--- config.mk ---
export PLATFORM = sky130hd
export DESIGN_NAME = alu_axi_lite_master_flat
export DESIGN_NICKNAME = d
export VERILOG_FILES = /design/src/rtl/alu_axi_pkg.sv /design/src/rtl/alu_axi_lite_master_if.sv /design/src/rtl/alu_axi_lite_wr_beat.sv /design/src/rtl/alu_axi_lite_master.sv /design/src/flat_wrapper.sv
export SDC_FILE = /design/constraint.sdc
export NUM_CORES = 1
export LEC_CHECK = 0
export BUFFER_PORTS_ARGS = -buffer_cell sky130_fd_sc_hd__buf_2
export CAP_MARGIN = 20
export CORE_MARGIN = 10
export CORE_UTILIZATION = 42
export CTS_CLUSTER_DIAMETER = 150
export DETAILED_ROUTE_END_ITERATION = 6
export PLACE_DENSITY = 0.79
export SLEW_MARGIN = 25
export SYNTH_ARGS = -nofsm -noshare
export SYNTH_HDL_FRONTEND = slang
export SYNTH_SLANG_ARGS = --single-unit
--- constraint.sdc ---
create_clock -name m_axi_aclk -period 1.9 [get_ports m_axi_aclk]
set_input_delay 0.38 -clock m_axi_aclk [delete_from_list [all_inputs] [get_ports m_axi_aclk]]
set_output_delay 0.38 -clock m_axi_aclk [all_outputs]
set_load 0.005 [all_outputs]
--- src/rtl/alu_axi_pkg.sv ---
// alu_axi_pkg: ALU slave register map, response codes, master FSM states and beat helpers
package alu_axi_pkg;
  localparam logic [3:0] ADDR_OPERAND_A = 4'h0;
  localparam logic [3:0] ADDR_OPERAND_B = 4'h4;
  localparam logic [3:0] ADDR_CONTROL   = 4'h8;
  localparam logic [3:0] ADDR_RESULT    = 4'hC;
  localparam logic [1:0] RESP_OKAY      = 2'b00;
  localparam int         CTRL_ENABLE_BIT = 3;
  typedef enum logic [2:0] {IDLE, WR, WB, RA, RD, RSP} state_t;
  function automatic logic [3:0] beat_off(input logic [1:0] beat);
    return beat == 2'd0 ? ADDR_OPERAND_A : beat == 2'd1 ? ADDR_OPERAND_B : ADDR_CONTROL;
  endfunction
  function automatic logic [7:0] beat_byte(input logic [1:0] beat, input logic [7:0] a, b, input logic [2:0] op);
    logic [7:0] ctrl;
    ctrl = {5'b0, op};
    ctrl[CTRL_ENABLE_BIT] = 1'b1;
    return beat == 2'd0 ? a : beat == 2'd1 ? b : ctrl;
  endfunction
endpackage

--- src/rtl/alu_axi_lite_master_if.sv ---
// alu_axi_lite_master_if: AXI-Lite bus (AW/W/B/AR/R) with master and slave modports
interface alu_axi_lite_master_if #(
  parameter int ADDR_W = 4,
  parameter int DATA_W = 32
);
  logic [ADDR_W-1:0]   awaddr;
  logic [2:0]          awprot;
  logic                awvalid;
  logic                awready;
  logic [DATA_W-1:0]   wdata;
  logic [DATA_W/8-1:0] wstrb;
  logic                wvalid;
  logic                wready;
  logic [1:0]          bresp;
  logic                bvalid;
  logic                bready;
  logic [ADDR_W-1:0]   araddr;
  logic [2:0]          arprot;
  logic                arvalid;
  logic                arready;
  logic [DATA_W-1:0]   rdata;
  logic [1:0]          rresp;
  logic                rvalid;
  logic                rready;
  modport master (
    output awaddr, awprot, awvalid, wdata, wstrb, wvalid, bready, araddr, arprot, arvalid, rready,
    input  awready, wready, bresp, bvalid, arready, rdata, rresp, rvalid
  );
  modport slave (
    input  awaddr, awprot, awvalid, wdata, wstrb, wvalid, bready, araddr, arprot, arvalid, rready,
    output awready, wready, bresp, bvalid, arready, rdata, rresp, rvalid
  );
endinterface

--- src/rtl/alu_axi_lite_wr_beat.sv ---
// alu_axi_lite_wr_beat: raises awvalid/wvalid together on start, drops each on its own ready, flags done when both closed
module alu_axi_lite_wr_beat (
  input  logic clk,
  input  logic rst,
  input  logic start_i,
  input  logic awready_i,
  input  logic wready_i,
  output logic awvalid_o,
  output logic wvalid_o,
  output logic done_o
);
  logic awvalid_q, awvalid_d, wvalid_q, wvalid_d;
  always_comb begin
    awvalid_d = start_i | (awvalid_q & ~awready_i);
    wvalid_d  = start_i | (wvalid_q & ~wready_i);
  end
  always_ff @(posedge clk) begin
    if (rst) begin
      awvalid_q <= 1'b0;
      wvalid_q  <= 1'b0;
    end else begin
      awvalid_q <= awvalid_d;
      wvalid_q  <= wvalid_d;
    end
  end
  assign awvalid_o = awvalid_q;
  assign wvalid_o  = wvalid_q;
  assign done_o    = (~awvalid_q | awready_i) & (~wvalid_q | wready_i);
endmodule

--- src/rtl/alu_axi_lite_master.sv ---
// alu_axi_lite_master: takes {a,b,opcode} on cmd_*, writes OPERAND_A/B and CONTROL, reads RESULT, returns it on rsp_*; ALU_MST_OPCACHE_EN skips unchanged operand writes
module alu_axi_lite_master
  import alu_axi_pkg::*;
#(
  parameter int C_M_AXI_ADDR_WIDTH = 4,
  parameter int C_M_AXI_DATA_WIDTH = 32,
  parameter logic [C_M_AXI_ADDR_WIDTH-1:0] BASE_ADDR = '0
) (
  input  logic        m_axi_aclk,
  input  logic        m_axi_areset,
  input  logic        cmd_valid,
  output logic        cmd_ready,
  input  logic [7:0]  cmd_a,
  input  logic [7:0]  cmd_b,
  input  logic [2:0]  cmd_opcode,
  output logic        rsp_valid,
  input  logic        rsp_ready,
  output logic [15:0] rsp_result,
  output logic        rsp_error,
  alu_axi_lite_master_if.master m_axi
);
  localparam int AW = C_M_AXI_ADDR_WIDTH;
  localparam int DW = C_M_AXI_DATA_WIDTH;
  state_t state_q, state_d;
  logic [7:0] a_q, a_d, b_q, b_d, src_a, src_b;
  logic [2:0] op_q, op_d, src_op;
  logic [1:0] beat_q, beat_d, nxt_beat;
  logic err_q, err_d, bready_q, bready_d, arvalid_q, arvalid_d, rready_q, rready_d;
  logic rsp_valid_q, rsp_valid_d, rsp_err_q, rsp_err_d, start_wr, wr_done;
  logic [15:0] result_q, result_d;
  logic [AW-1:0] awaddr_q, awaddr_d, araddr_q, araddr_d;
  logic [DW-1:0] wdata_q, wdata_d;
  logic [DW/8-1:0] wstrb_q, wstrb_d;
  logic hit_a_cmd, hit_b_cmd, hit_b_q, b_bad, r_bad;
  logic unused_rdata;
  assign b_bad = m_axi.bresp != RESP_OKAY;
  assign r_bad = m_axi.rresp != RESP_OKAY;
  assign unused_rdata = ^m_axi.rdata[DW-1:16];
`ifdef ALU_MST_OPCACHE_EN
  logic [7:0] ca_q, cb_q;
  logic va_q, vb_q;
  always_ff @(posedge m_axi_aclk) begin
    if (m_axi_areset) begin
      va_q <= 1'b0;
      vb_q <= 1'b0;
    end else if (state_q == WB && m_axi.bvalid) begin
      if (b_bad) begin
        va_q <= 1'b0;
        vb_q <= 1'b0;
      end else if (beat_q == 2'd0) begin
        ca_q <= a_q;
        va_q <= 1'b1;
      end else if (beat_q == 2'd1) begin
        cb_q <= b_q;
        vb_q <= 1'b1;
      end
    end
  end
  assign hit_a_cmd = va_q && ca_q == cmd_a;
  assign hit_b_cmd = vb_q && cb_q == cmd_b;
  // a bad bresp on beat 0 flushes the cache this same cycle, so it cannot justify skipping beat 1
  assign hit_b_q   = vb_q && cb_q == b_q && !b_bad;
`else
  assign hit_a_cmd = 1'b0;
  assign hit_b_cmd = 1'b0;
  assign hit_b_q   = 1'b0;
`endif
  alu_axi_lite_wr_beat u_wr_beat (
    .clk       (m_axi_aclk),
    .rst       (m_axi_areset),
    .start_i   (start_wr),
    .awready_i (m_axi.awready),
    .wready_i  (m_axi.wready),
    .awvalid_o (m_axi.awvalid),
    .wvalid_o  (m_axi.wvalid),
    .done_o    (wr_done)
  );
  always_comb begin
    state_d = state_q;
    a_d = a_q;
    b_d = b_q;
    op_d = op_q;
    beat_d = beat_q;
    err_d = err_q;
    awaddr_d = awaddr_q;
    wdata_d = wdata_q;
    wstrb_d = wstrb_q;
    bready_d = bready_q;
    araddr_d = araddr_q;
    arvalid_d = arvalid_q;
    rready_d = rready_q;
    rsp_valid_d = rsp_valid_q;
    result_d = result_q;
    rsp_err_d = rsp_err_q;
    start_wr = 1'b0;
    nxt_beat = 2'd0;
    src_a = a_q;
    src_b = b_q;
    src_op = op_q;
    case (state_q)
      IDLE: if (cmd_valid) begin
        a_d = cmd_a;
        b_d = cmd_b;
        op_d = cmd_opcode;
        src_a = cmd_a;
        src_b = cmd_b;
        src_op = cmd_opcode;
        err_d = 1'b0;
        nxt_beat = hit_a_cmd ? (hit_b_cmd ? 2'd2 : 2'd1) : 2'd0;
        start_wr = 1'b1;
      end
      WR: if (wr_done) begin
        bready_d = 1'b1;
        state_d = WB;
      end
      WB: if (m_axi.bvalid) begin
        bready_d = 1'b0;
        err_d = err_q | b_bad;
        if (beat_q == 2'd2) begin
          arvalid_d = 1'b1;
          araddr_d = BASE_ADDR + AW'(ADDR_RESULT);
          state_d = RA;
        end else begin
          nxt_beat = (beat_q == 2'd0 && !hit_b_q) ? 2'd1 : 2'd2;
          start_wr = 1'b1;
        end
      end
      RA: if (m_axi.arready) begin
        arvalid_d = 1'b0;
        rready_d = 1'b1;
        state_d = RD;
      end
      RD: if (m_axi.rvalid) begin
        rready_d = 1'b0;
        result_d = m_axi.rdata[15:0];
        err_d = err_q | r_bad;
        rsp_err_d = err_q | r_bad;
        rsp_valid_d = 1'b1;
        state_d = RSP;
      end
      RSP: if (rsp_ready) begin
        rsp_valid_d = 1'b0;
        state_d = IDLE;
      end
      default: state_d = IDLE;
    endcase
    if (start_wr) begin
      beat_d = nxt_beat;
      awaddr_d = BASE_ADDR + AW'(beat_off(nxt_beat));
      wdata_d = DW'(beat_byte(nxt_beat, src_a, src_b, src_op));
      wstrb_d = (DW/8)'(1);
      state_d = WR;
    end
  end
  always_ff @(posedge m_axi_aclk) begin
    if (m_axi_areset) begin
      state_q <= IDLE;
      a_q <= '0;
      b_q <= '0;
      op_q <= '0;
      beat_q <= '0;
      err_q <= 1'b0;
      awaddr_q <= '0;
      wdata_q <= '0;
      wstrb_q <= '0;
      bready_q <= 1'b0;
      araddr_q <= '0;
      arvalid_q <= 1'b0;
      rready_q <= 1'b0;
      rsp_valid_q <= 1'b0;
      result_q <= '0;
      rsp_err_q <= 1'b0;
    end else begin
      state_q <= state_d;
      a_q <= a_d;
      b_q <= b_d;
      op_q <= op_d;
      beat_q <= beat_d;
      err_q <= err_d;
      awaddr_q <= awaddr_d;
      wdata_q <= wdata_d;
      wstrb_q <= wstrb_d;
      bready_q <= bready_d;
      araddr_q <= araddr_d;
      arvalid_q <= arvalid_d;
      rready_q <= rready_d;
      rsp_valid_q <= rsp_valid_d;
      result_q <= result_d;
      rsp_err_q <= rsp_err_d;
    end
  end
  assign cmd_ready = state_q == IDLE;
  assign rsp_valid = rsp_valid_q;
  assign rsp_result = result_q;
  assign rsp_error = rsp_err_q;
  assign m_axi.awaddr = awaddr_q;
  assign m_axi.awprot = 3'b000;
  assign m_axi.wdata = wdata_q;
  assign m_axi.wstrb = wstrb_q;
  assign m_axi.bready = bready_q;
  assign m_axi.araddr = araddr_q;
  assign m_axi.arprot = 3'b000;
  assign m_axi.arvalid = arvalid_q;
  assign m_axi.rready = rready_q;
endmodule

--- src/flat_wrapper.sv ---
// flat-port wrapper written by rule: the top's interface ports become plain ports
module alu_axi_lite_master_flat import alu_axi_pkg::*;
#(
  parameter int C_M_AXI_ADDR_WIDTH = 4,
  parameter int C_M_AXI_DATA_WIDTH = 32,
  parameter logic [C_M_AXI_ADDR_WIDTH-1:0] BASE_ADDR = '0
)
  (m_axi_aclk, m_axi_areset, cmd_valid, cmd_ready, cmd_a, cmd_b, cmd_opcode, rsp_valid, rsp_ready, rsp_result, rsp_error, m_axi_awaddr, m_axi_awprot, m_axi_awvalid, m_axi_wdata, m_axi_wstrb, m_axi_wvalid, m_axi_bready, m_axi_araddr, m_axi_arprot, m_axi_arvalid, m_axi_rready, m_axi_awready, m_axi_wready, m_axi_bresp, m_axi_bvalid, m_axi_arready, m_axi_rdata, m_axi_rresp, m_axi_rvalid);
  alu_axi_lite_master_if #(.ADDR_W(4), .DATA_W(32)) m_axi_i ();
  input  logic m_axi_aclk;
  input  logic m_axi_areset;
  input  logic cmd_valid;
  output logic cmd_ready;
  input  logic [7:0] cmd_a;
  input  logic [7:0] cmd_b;
  input  logic [2:0] cmd_opcode;
  output logic rsp_valid;
  input  logic rsp_ready;
  output logic [15:0] rsp_result;
  output logic rsp_error;
  output wire logic [$bits(m_axi_i.awaddr)-1:0] m_axi_awaddr;
  output wire logic [$bits(m_axi_i.awprot)-1:0] m_axi_awprot;
  output wire logic [$bits(m_axi_i.awvalid)-1:0] m_axi_awvalid;
  output wire logic [$bits(m_axi_i.wdata)-1:0] m_axi_wdata;
  output wire logic [$bits(m_axi_i.wstrb)-1:0] m_axi_wstrb;
  output wire logic [$bits(m_axi_i.wvalid)-1:0] m_axi_wvalid;
  output wire logic [$bits(m_axi_i.bready)-1:0] m_axi_bready;
  output wire logic [$bits(m_axi_i.araddr)-1:0] m_axi_araddr;
  output wire logic [$bits(m_axi_i.arprot)-1:0] m_axi_arprot;
  output wire logic [$bits(m_axi_i.arvalid)-1:0] m_axi_arvalid;
  output wire logic [$bits(m_axi_i.rready)-1:0] m_axi_rready;
  input wire logic [$bits(m_axi_i.awready)-1:0] m_axi_awready;
  input wire logic [$bits(m_axi_i.wready)-1:0] m_axi_wready;
  input wire logic [$bits(m_axi_i.bresp)-1:0] m_axi_bresp;
  input wire logic [$bits(m_axi_i.bvalid)-1:0] m_axi_bvalid;
  input wire logic [$bits(m_axi_i.arready)-1:0] m_axi_arready;
  input wire logic [$bits(m_axi_i.rdata)-1:0] m_axi_rdata;
  input wire logic [$bits(m_axi_i.rresp)-1:0] m_axi_rresp;
  input wire logic [$bits(m_axi_i.rvalid)-1:0] m_axi_rvalid;
  assign m_axi_awaddr = m_axi_i.awaddr;
  assign m_axi_awprot = m_axi_i.awprot;
  assign m_axi_awvalid = m_axi_i.awvalid;
  assign m_axi_wdata = m_axi_i.wdata;
  assign m_axi_wstrb = m_axi_i.wstrb;
  assign m_axi_wvalid = m_axi_i.wvalid;
  assign m_axi_bready = m_axi_i.bready;
  assign m_axi_araddr = m_axi_i.araddr;
  assign m_axi_arprot = m_axi_i.arprot;
  assign m_axi_arvalid = m_axi_i.arvalid;
  assign m_axi_rready = m_axi_i.rready;
  assign m_axi_i.awready = m_axi_awready;
  assign m_axi_i.wready = m_axi_wready;
  assign m_axi_i.bresp = m_axi_bresp;
  assign m_axi_i.bvalid = m_axi_bvalid;
  assign m_axi_i.arready = m_axi_arready;
  assign m_axi_i.rdata = m_axi_rdata;
  assign m_axi_i.rresp = m_axi_rresp;
  assign m_axi_i.rvalid = m_axi_rvalid;
  alu_axi_lite_master #(.C_M_AXI_ADDR_WIDTH(C_M_AXI_ADDR_WIDTH), .C_M_AXI_DATA_WIDTH(C_M_AXI_DATA_WIDTH), .BASE_ADDR(BASE_ADDR)) u_core (.m_axi_aclk(m_axi_aclk), .m_axi_areset(m_axi_areset), .cmd_valid(cmd_valid), .cmd_ready(cmd_ready), .cmd_a(cmd_a), .cmd_b(cmd_b), .cmd_opcode(cmd_opcode), .rsp_valid(rsp_valid), .rsp_ready(rsp_ready), .rsp_result(rsp_result), .rsp_error(rsp_error), .m_axi(m_axi_i));
endmodule
After elaboration in Yosys (flattened, before gate mapping)
Index checks and enable logic that the tools add are counted.
- eq/ne operators: 21
- multiplexer cells: 43
- bitwise logic cells: 14
- reduce and logical (&&, ||, !) cells: 20
- operators with widths (operator ; count):
    8-bit 2-to-1 mux ; 6
    3-bit 2-to-1 mux ; 8
    3-bit case mux with 6 select lines ; 1
    1-bit 2-to-1 mux ; 16
    3-bit inequality test, second input constant ; 5
    7-bit AND reduction ; 2
    2-bit inequality test, second input constant ; 6
    3-bit AND reduction ; 4
    2-bit nonzero test ; 6
    1-bit case mux with 2 select lines ; 5
    2-bit 2-to-1 mux ; 4
    4-bit 2-to-1 mux ; 2
    4-bit AND reduction ; 2
    3-bit by 2-bit equality test with 1-bit output, second input constant ; 2
    3-bit equality test, second input constant ; 2
    1-bit bitwise OR ; 6
    1-bit NOT ; 5
    2-bit logical NOT ; 2
    2-bit by 1-bit inequality test with 1-bit output, second input constant ; 2
    1-bit bitwise AND ; 3
    3-bit by 1-bit equality test with 1-bit output, second input constant ; 1
    3-bit logical NOT ; 1
    3-bit by 2-bit inequality test with 1-bit output, second input constant ; 1
    1-bit case mux with 3 select lines ; 1
    5 further kinds ; 5
- register bits: 62
- bits of input ports: 64
- logic and storage cells: 117

Logic depth before layout (Yosys ltp)
Gate-level depths: netlist of the first run.
- depth in word-level cells: 8
- mapped depth: 7
- mapped depth without buffers: 4

By module
Synthesis of the first run repeated with hierarchy kept, for this count alone.
- cells, all modules: 290
- area, all modules: 2394.8 um2
- by module, submodules not included (module ; times used ; cells each ; area an instance (um2) ; sequential area each (um2)):
    alu_axi_lite_master ; 1 ; 282 ; 2302.2 ; 1001.0
    alu_axi_lite_wr_beat ; 1 ; 8 ; 92.6 ; 40.0

Worst setup path before layout of the first run
No wires, ideal clock.
- path kind: reg2reg
- start point: register u_core.state_q[1]
- end point: register u_core.wdata_q[2], in the netlist u_core.m_axi.wdata[2]
- arrival time: 1.499 ns
- required time: 1.764 ns
- setup slack: 0.265 ns
- stages on the path, launching flop included: 7
- path buffers: 2
- period minus slack after synthesis: 1.635 ns
- cells stage by stage: dfxtp_1 > buf_6 > or4b_1 > buf_2 > o22ai_1 > o221a_1 > a211oi_2
- longest elaborated chain between the ends: 5
- RTL lines (element ; line ; RTL):
    from (decl) ; alu_axi_lite_master.sv:24 ; state_t state_q, state_d;
    from (signal assigned) ; alu_axi_lite_master.sv:174 ; state_q <= state_d;
    3-bit by 2-bit equality test with 1-bit output ; alu_axi_lite_master.sv:100 ; case (state_q)
    2-bit 2-to-1 mux ; n/a ;
    2-bit by 1-bit equality test with 1-bit output ; alu_axi_pkg.sv:17 ; return beat == 2'd0 ? a : beat == 2'd1 ? b : ctrl;
    8-bit 2-to-1 mux (2 in series) ; alu_axi_pkg.sv:17 ;
    to (signal assigned) ; alu_axi_lite_master.sv:181 ; wdata_q <= wdata_d;
    to (decl) ; alu_axi_lite_master.sv:32 ; logic [DW-1:0] wdata_q, wdata_d;
Several ways; a longest one is shown, not always the timed one.
A chain may end at the register's enable or synchronous reset.

Final worst setup path of the first run
- start point: register u_core.state_q[1]
- end point: output port cmd_ready
- longest elaborated chain between the ends: 1
- RTL lines (element ; line ; RTL):
    3-bit logical NOT ; alu_axi_lite_master.sv:192 ; assign cmd_ready = state_q == IDLE;
    to (decl) ; flat_wrapper.sv:13 ; output logic cmd_ready;
No other way between the ends.

==> results of run 1 <==
routing by layer:
layer,up-vias,track usage [%]
met5,-,0
met4,0,4.67
met2,70,20.9
li1,1056,-
met1,930,14.8
met3,5,5.14
flip-flops by register name (all words and copies together) (netlist names):
signal                      count
u_core.m_axi.wdata              8
u_core.u_wr_beat.wvalid_o       1
u_core.m_axi.awaddr             2
u_core.m_axi.rready             1
u_core.rsp_valid                1
u_core.err_q                    1
u_core.m_axi.bready             1
u_core.u_wr_beat.awvalid_o      1
u_core.b_q                      8
u_core.op_q                     3
u_core.beat_q                   2
u_core.m_axi.arvalid            1
u_core.rsp_result              16
u_core.m_axi.wstrb              1
u_core.rsp_error                1
u_core.state_q                  3
u_core.m_axi.araddr             1
placed cells by master (no fill, tap or decap), types with 2 or more instances in the layout:
cell type and instances:
buf_2 84, nand2_1 57, dfxtp_1 52, conb_1 37, a21oi_1 36, nor2_1 14
buf_4 9, nand2b_1 7, mux2i_1 7, inv_1 6, clkbuf_8 6, o22ai_1 5
o21ai_0 5, nor3_1 4, a21boi_0 4, o2bb2ai_1 4, a211oi_1 4, o221a_1 3
a211oi_2 3, or3_1 2, nor2b_1 2
logic make-up (layout without fill, tap and decap cells):
family,count (synthesis),in the layout,synth area share [%]
AOI/OAI and AO/OA,69,69,18.2
and+or+nand+nor,96,96,18.8
DFF,52,52,42.7
buffers and inverters,62,108,16.8
muxes,8,8,3.34
other,1,37,0.154
how the worst min path moves through the flow:
stage / startpoint / endpoint / slack, ns / cells after the start
2_1_floorplan: u_core.b_q[4] / u_core.b_q[4] / 0.44 / 2
3_3_place_gp: u_core.m_axi.wstrb[0] / u_core.m_axi.wstrb[0] / 0.43 / 2
3_5_place_dp: u_core.m_axi.wstrb[0] / u_core.m_axi.wstrb[0] / 0.44 / 2
4_1_cts: m_axi_rdata[3] / u_core.rsp_result[3] / 0.29 / 3
5_1_grt: m_axi_rdata[3] / u_core.rsp_result[3] / 0.29 / 3
6_report: m_axi_rdata[3] / u_core.rsp_result[3] / 0.30 / 3
stage by stage:
| stage | worst slack, ns | area [µm²] | cells | total power [mW] | hold WS [ns] |
|---|---|---|---|---|---|
| 6_report | 0.273 | 2900 | 442 | 2.43 | 0.296 |
| 5_1_grt | 0.139 | 2900 | 442 | 2.56 | 0.293 |
| 4_1_cts | 0.265 | 2900 | 442 | 2.45 | 0.287 |
| 3_5_place_dp | 0.236 | 2780 | 434 | 1.66 | 0.439 |
| 3_3_place_gp | 0.292 | 2780 | 434 | 1.65 | 0.431 |
| 2_1_floorplan | 0.265 | 2570 | 324 | 1.56 | 0.442 |
power by group through the flow:
stage / clock network [mW] / registers (mW) / logic, mW
floorplan: 0 / 1.21 / 0.350
global placement: 0 / 1.22 / 0.433
detailed placement: 0 / 1.22 / 0.438
CTS: 0.816 / 1.19 / 0.440
global route: 0.861 / 1.20 / 0.495
finish: 0.797 / 1.19 / 0.437
worst reg2reg max path, cell delays in order (launching register included):
cell and delay (ns):
dfxtp_1 0.37, or4b_1 0.63, buf_4 0.21, a21boi_0 0.20, o2bb2ai_1 0.09
area by class of cell:
type	count	share of cell area [%]
inverters	6	0.776
well taps	72	3.10
multi-input cells	210	38.6
clock buffers	6	2.84
clock inverters	2	1.34
flip-flops and latches	52	35.8
repair buffers	94	17.5
==> reports/metrics.cfg, run 1 <==
[run_status]
status=completed

[cts]
ctsHoldBuffers=0
cts_buffer_depth=2
path_clk_slew_ns=0.09
clk_latency_ns=0.31
cts_made_buffers=5
post_cts_resized=0
cts_tree=built
cts_num_sinks=52
cts_setup_buffers=0
root_buffer=clkbuf_8
cts_htree_levels=2

[critical_path]
endpoint_kind=primary output
reg2reg_from=u_core.state_q[1]
cp_max_fo=16
reg2reg_slack_ns=0.29
cp_data_required_time_ns=1.52
cp-startpoint=u_core.state_q[1]
slowest_delay_ns=0.37
path_cells=buf_4 -> nor3_1 -> buf_2
cp_slowest_cell=dfxtp_1
path_delay_family=flip-flops
crit_type=register to primary output
crit_arrival_ns=1.25
rr_worst_depth=4
startpoint_type=register
timing.rr.end=u_core.m_axi.wdata[6]
crit_buf_inv=2
crit_path_end=cmd_ready
path_depth=3

[layout]
nNetsFinal=433
fin_util_pct=52.1
regArea_um2=1040
antenna_cells=0
multiInputGateArea_um2=1120
syn_to_final_growth_pct=19.1
drive_gt1_share_pct=29.7
fill_cells=556

[pwr]
power.internal_mw=1.79
p_leak_nw=1.33
ir_worst_vdd_uv=355
p_sw_share_pct=26.4
p_comb_share_pct=18.0
seqPwrFrac_pct=49.2
clkPwrFrac_pct=32.8
p_sw_mw=0.642
power_density_nw_per_um2=836

[grt]
grt_max_degree=47
grt_pass1_vias=1940
grt_overflow=0
antenna_found_initial=0
grt_first_pass_wirelength_mm=9.41
grt_usage_pct=12.8

[routing]
drt_iter0_markers=108
postRouteAntennaNets=0
drc=0
wl_per_cell_um=14.3
wl_mm=6.34
routedLengthMet1_mm=2.56
highest_layer=met4
first_pass_iters=4
wl_met3_um=676
viasPerCell=4.66
wl_met2_mm=3.03
num_vias=2061

[yosys]
synthDistinctLibCells=39
synth_edf_count=0
synth_common_cells=nand2_1 (57), dfxtp_1 (52), buf_4 (39)
synth_top_area_share_pct=42.7
netlist_area_um2=2440
ys_seq_elements=52
yosysSeqAreaShare_pct=42.7
yosysMostFrequentCell=nand2_1
yosys_warnings=0
synth_top_area_cell=dfxtp_1
async_reset_ff_share_pct=0
synth_cells=288
yosys-top-cells-area=dfxtp_1 (43%), buf_4 (12%), nand2_1 (8.8%)
syn_avg_cell_area_um2=8.46
ys.flop_type=dfxtp_1

[timing]
post-route-period-util_pct=85.6
rsz0062_at_grt=false
hold_violations=0
slew_violations=0
fmax_mhz=615
fin_crit_ns=1.63
worst_slew_pin_slew_ns=0.558
finalSetupTns_ns=0
finalSetupViolations=0
max_slew_margin_pct=62.8
fin_skew_ns=0.00696

[floorplanning]
die_w_um=96.2
io_pins=138
chipHeight_um=96.2
num_rows=27
initial_utilization_pct=43.7
coreArea_um2=5570
die-area_um2=9250

[placed_design]
hpwl_mm=4.94
place_congestion=0.818
port_buffers=84

[min_path]
min_path_type=primary input to register

[run]
cap_violations=0

(Power assumes the default switching activity.)
==> run 2: changes to the inputs <==
--- a/config.mk
+++ b/config.mk
@@ -8,10 +8,10 @@
 export BUFFER_PORTS_ARGS = -buffer_cell sky130_fd_sc_hd__buf_2
 export CAP_MARGIN = 20
 export CORE_MARGIN = 10
-export CORE_UTILIZATION = 42
+export CORE_UTILIZATION = 44
 export CTS_CLUSTER_DIAMETER = 150
 export DETAILED_ROUTE_END_ITERATION = 6
-export PLACE_DENSITY = 0.79
+export PLACE_DENSITY = 0.82
 export SLEW_MARGIN = 25
 export SYNTH_ARGS = -nofsm -noshare
 export SYNTH_HDL_FRONTEND = slang
==> reports/metrics.cfg, run 2 (synthesis results as in run 1) <==
[critical_path]
timing.rr.end=u_core.m_axi.awaddr[3]
startpoint_type=register
crit_type=register to register
reg2reg_from=u_core.state_q[2]
rr_worst_depth=4  ; unchanged
crit_arrival_ns=1.94  ; +0.69 ns
cp_max_fo=11  ; -5
endpoint_kind=register
reg2reg_slack_ns=0.20  ; -0.09 ns
cp_data_required_time_ns=2.14  ; +0.62 ns

[grt]
grt_overflow=0  ; unchanged
grt_max_degree=47  ; unchanged
antenna_found_initial=0  ; unchanged
grt_first_pass_wirelength_mm=9.79  ; +4.0%
grt_pass1_vias=2032  ; +4.7%
grt_usage_pct=13.4  ; +0.66 points

[timing]
fin_skew_ns=0.0134  ; +0.00645 ns
max_slew_margin_pct=62.0  ; -0.80 points
setup_ws_ns=0.204  ; -0.0685 ns
worst_slew_pin_slew_ns=0.570  ; +0.0120 ns
hold_violations=0  ; unchanged
finalSetupViolations=0  ; unchanged
fin_crit_ns=1.70  ; +0.0685 ns
finalSetupTns_ns=0  ; unchanged
fmax_mhz=590  ; -4.0%
slew_violations=0  ; unchanged
post-route-period-util_pct=89.3  ; +3.6 points
rsz0062_at_grt=false

[layout]
drive_gt1_share_pct=29.5  ; -0.19 points
syn_to_final_growth_pct=18.8
antenna_cells=0  ; unchanged
mostFrequentLayoutCells=buf_2 (84), nand2_1 (57), dfxtp_1 (52), conb_1 (37), a21oi_1 (36)
nNetsFinal=432  ; -0.23%
largest_register_ffs=16  ; unchanged
final_common_cell=buf_2

[pwr]
power_mw=2.43  ; +0.19%
power_density_nw_per_um2=840  ; +0.45%
ir_worst_vdd_uv=507  ; +43%
p_leak_nw=1.32  ; -0.38%

[floorplanning]
initial_utilization_pct=44.8  ; +1.1 points
die_w_um=94.4  ; -1.8%
die-area_um2=8920  ; -3.6%
io_pins=138  ; unchanged
num_rows=27  ; unchanged
chipHeight_um=94.4  ; -1.8%
coreArea_um2=5440  ; -2.4%

[min_path]
whs_path_depth=3  ; unchanged
min-delay-start=m_axi_rdata[6]
holdPathEnd=u_core.rsp_result[6]
min_path_type=primary input to register

[routing]
first_pass_iters=4  ; unchanged
drc=0  ; unchanged
num_vias=2070  ; +0.44%
drt_iter0_markers=68  ; -37%
wl_per_cell_um=14.4  ; +0.20%
wl_mm=6.34  ; about the same
postRouteAntennaNets=0  ; unchanged
viasPerCell=4.69  ; +0.66%

[run]
cap_violations=0  ; unchanged

[placed_design]
hpwl_mm=4.91  ; -0.57%
place_ws_ns=0.205  ; -0.0311 ns
port_buffers=84  ; unchanged
place_congestion=0.803  ; -1.9%

[cts]
cts_buffer_depth=2  ; unchanged
cts_htree_levels=2  ; unchanged
ctsHoldBuffers=0  ; unchanged
root_buffer=clkbuf_8
post_cts_resized=0  ; unchanged
cts_setup_buffers=0  ; unchanged
path_clk_slew_ns=0.10  ; about the same
cts_made_buffers=5  ; unchanged
cts_tree=built
cts_num_sinks=52  ; unchanged
clk_latency_ns=0.31  ; about the same

[run_status]
status=completed

==> run 2: power breakdown <==
| part | switching (mW) | internal, mW |
|---|---|---|
| combinational | 0.244 | 0.194 |
| clock | 0.371 | 0.431 |
| sequential | 0.0357 | 1.16 |
==> run 2: worst max-delay path by stage <==
stage | cells past startpoint | startpoint | endpoint
2_1_floorplan | 6 | u_core.state_q[1] | u_core.m_axi.wdata[2]
3_3_place_gp | 4 | u_core.state_q[2] | u_core.m_axi.awaddr[3]
3_5_place_dp | 4 | u_core.state_q[2] | u_core.m_axi.awaddr[3]
4_1_cts | 4 | u_core.state_q[2] | u_core.m_axi.awaddr[3]
5_1_grt | 4 | u_core.state_q[2] | u_core.rsp_result[12]
6_report | 4 | u_core.state_q[2] | u_core.m_axi.awaddr[3]
==> run 2: stage by stage <==
step                cell area (µm²)  utilization (%)  std cells  hold slack (ns)
floorplan                      2570                -        324            0.442
finish                         2900             53.3        441            0.307
global placement               2780             51.0        433            0.432
detailed placement             2780             51.0        433            0.444
global route                   2900             53.3        441            0.301
CTS                            2900             53.3        441            0.295
==> run 2: critical path: stages, from the launching register on <==
cell	delay, ns
dfxtp_1	0.55
and4bb_2	0.33
a21oi_2	0.48
nand2_1	0.10
a21oi_1	0.15
==> run 2: layout make-up <==
type / instances / area, µm²
Fill cell: 533 / 2540
Multi-Input combinational cell: 210 / 1120
Sequential cell: 52 / 1040
Timing Repair Buffer: 93 / 500
Tap cell: 72 / 90.1
Clock buffer: 6 / 82.6
Clock inverter: 2 / 38.8
Inverter: 6 / 22.5
==> run 2: layer usage <==
metal | track usage (%) | vias up | routed length [µm]
met1 | 15.8 | 946 | 2610
met5 | 0 | - | 0
li1 | - | 1052 | -
met2 | 22.5 | 66 | 3130
met4 | 3.80 | 0 | 61
met3 | 4.84 | 6 | 542
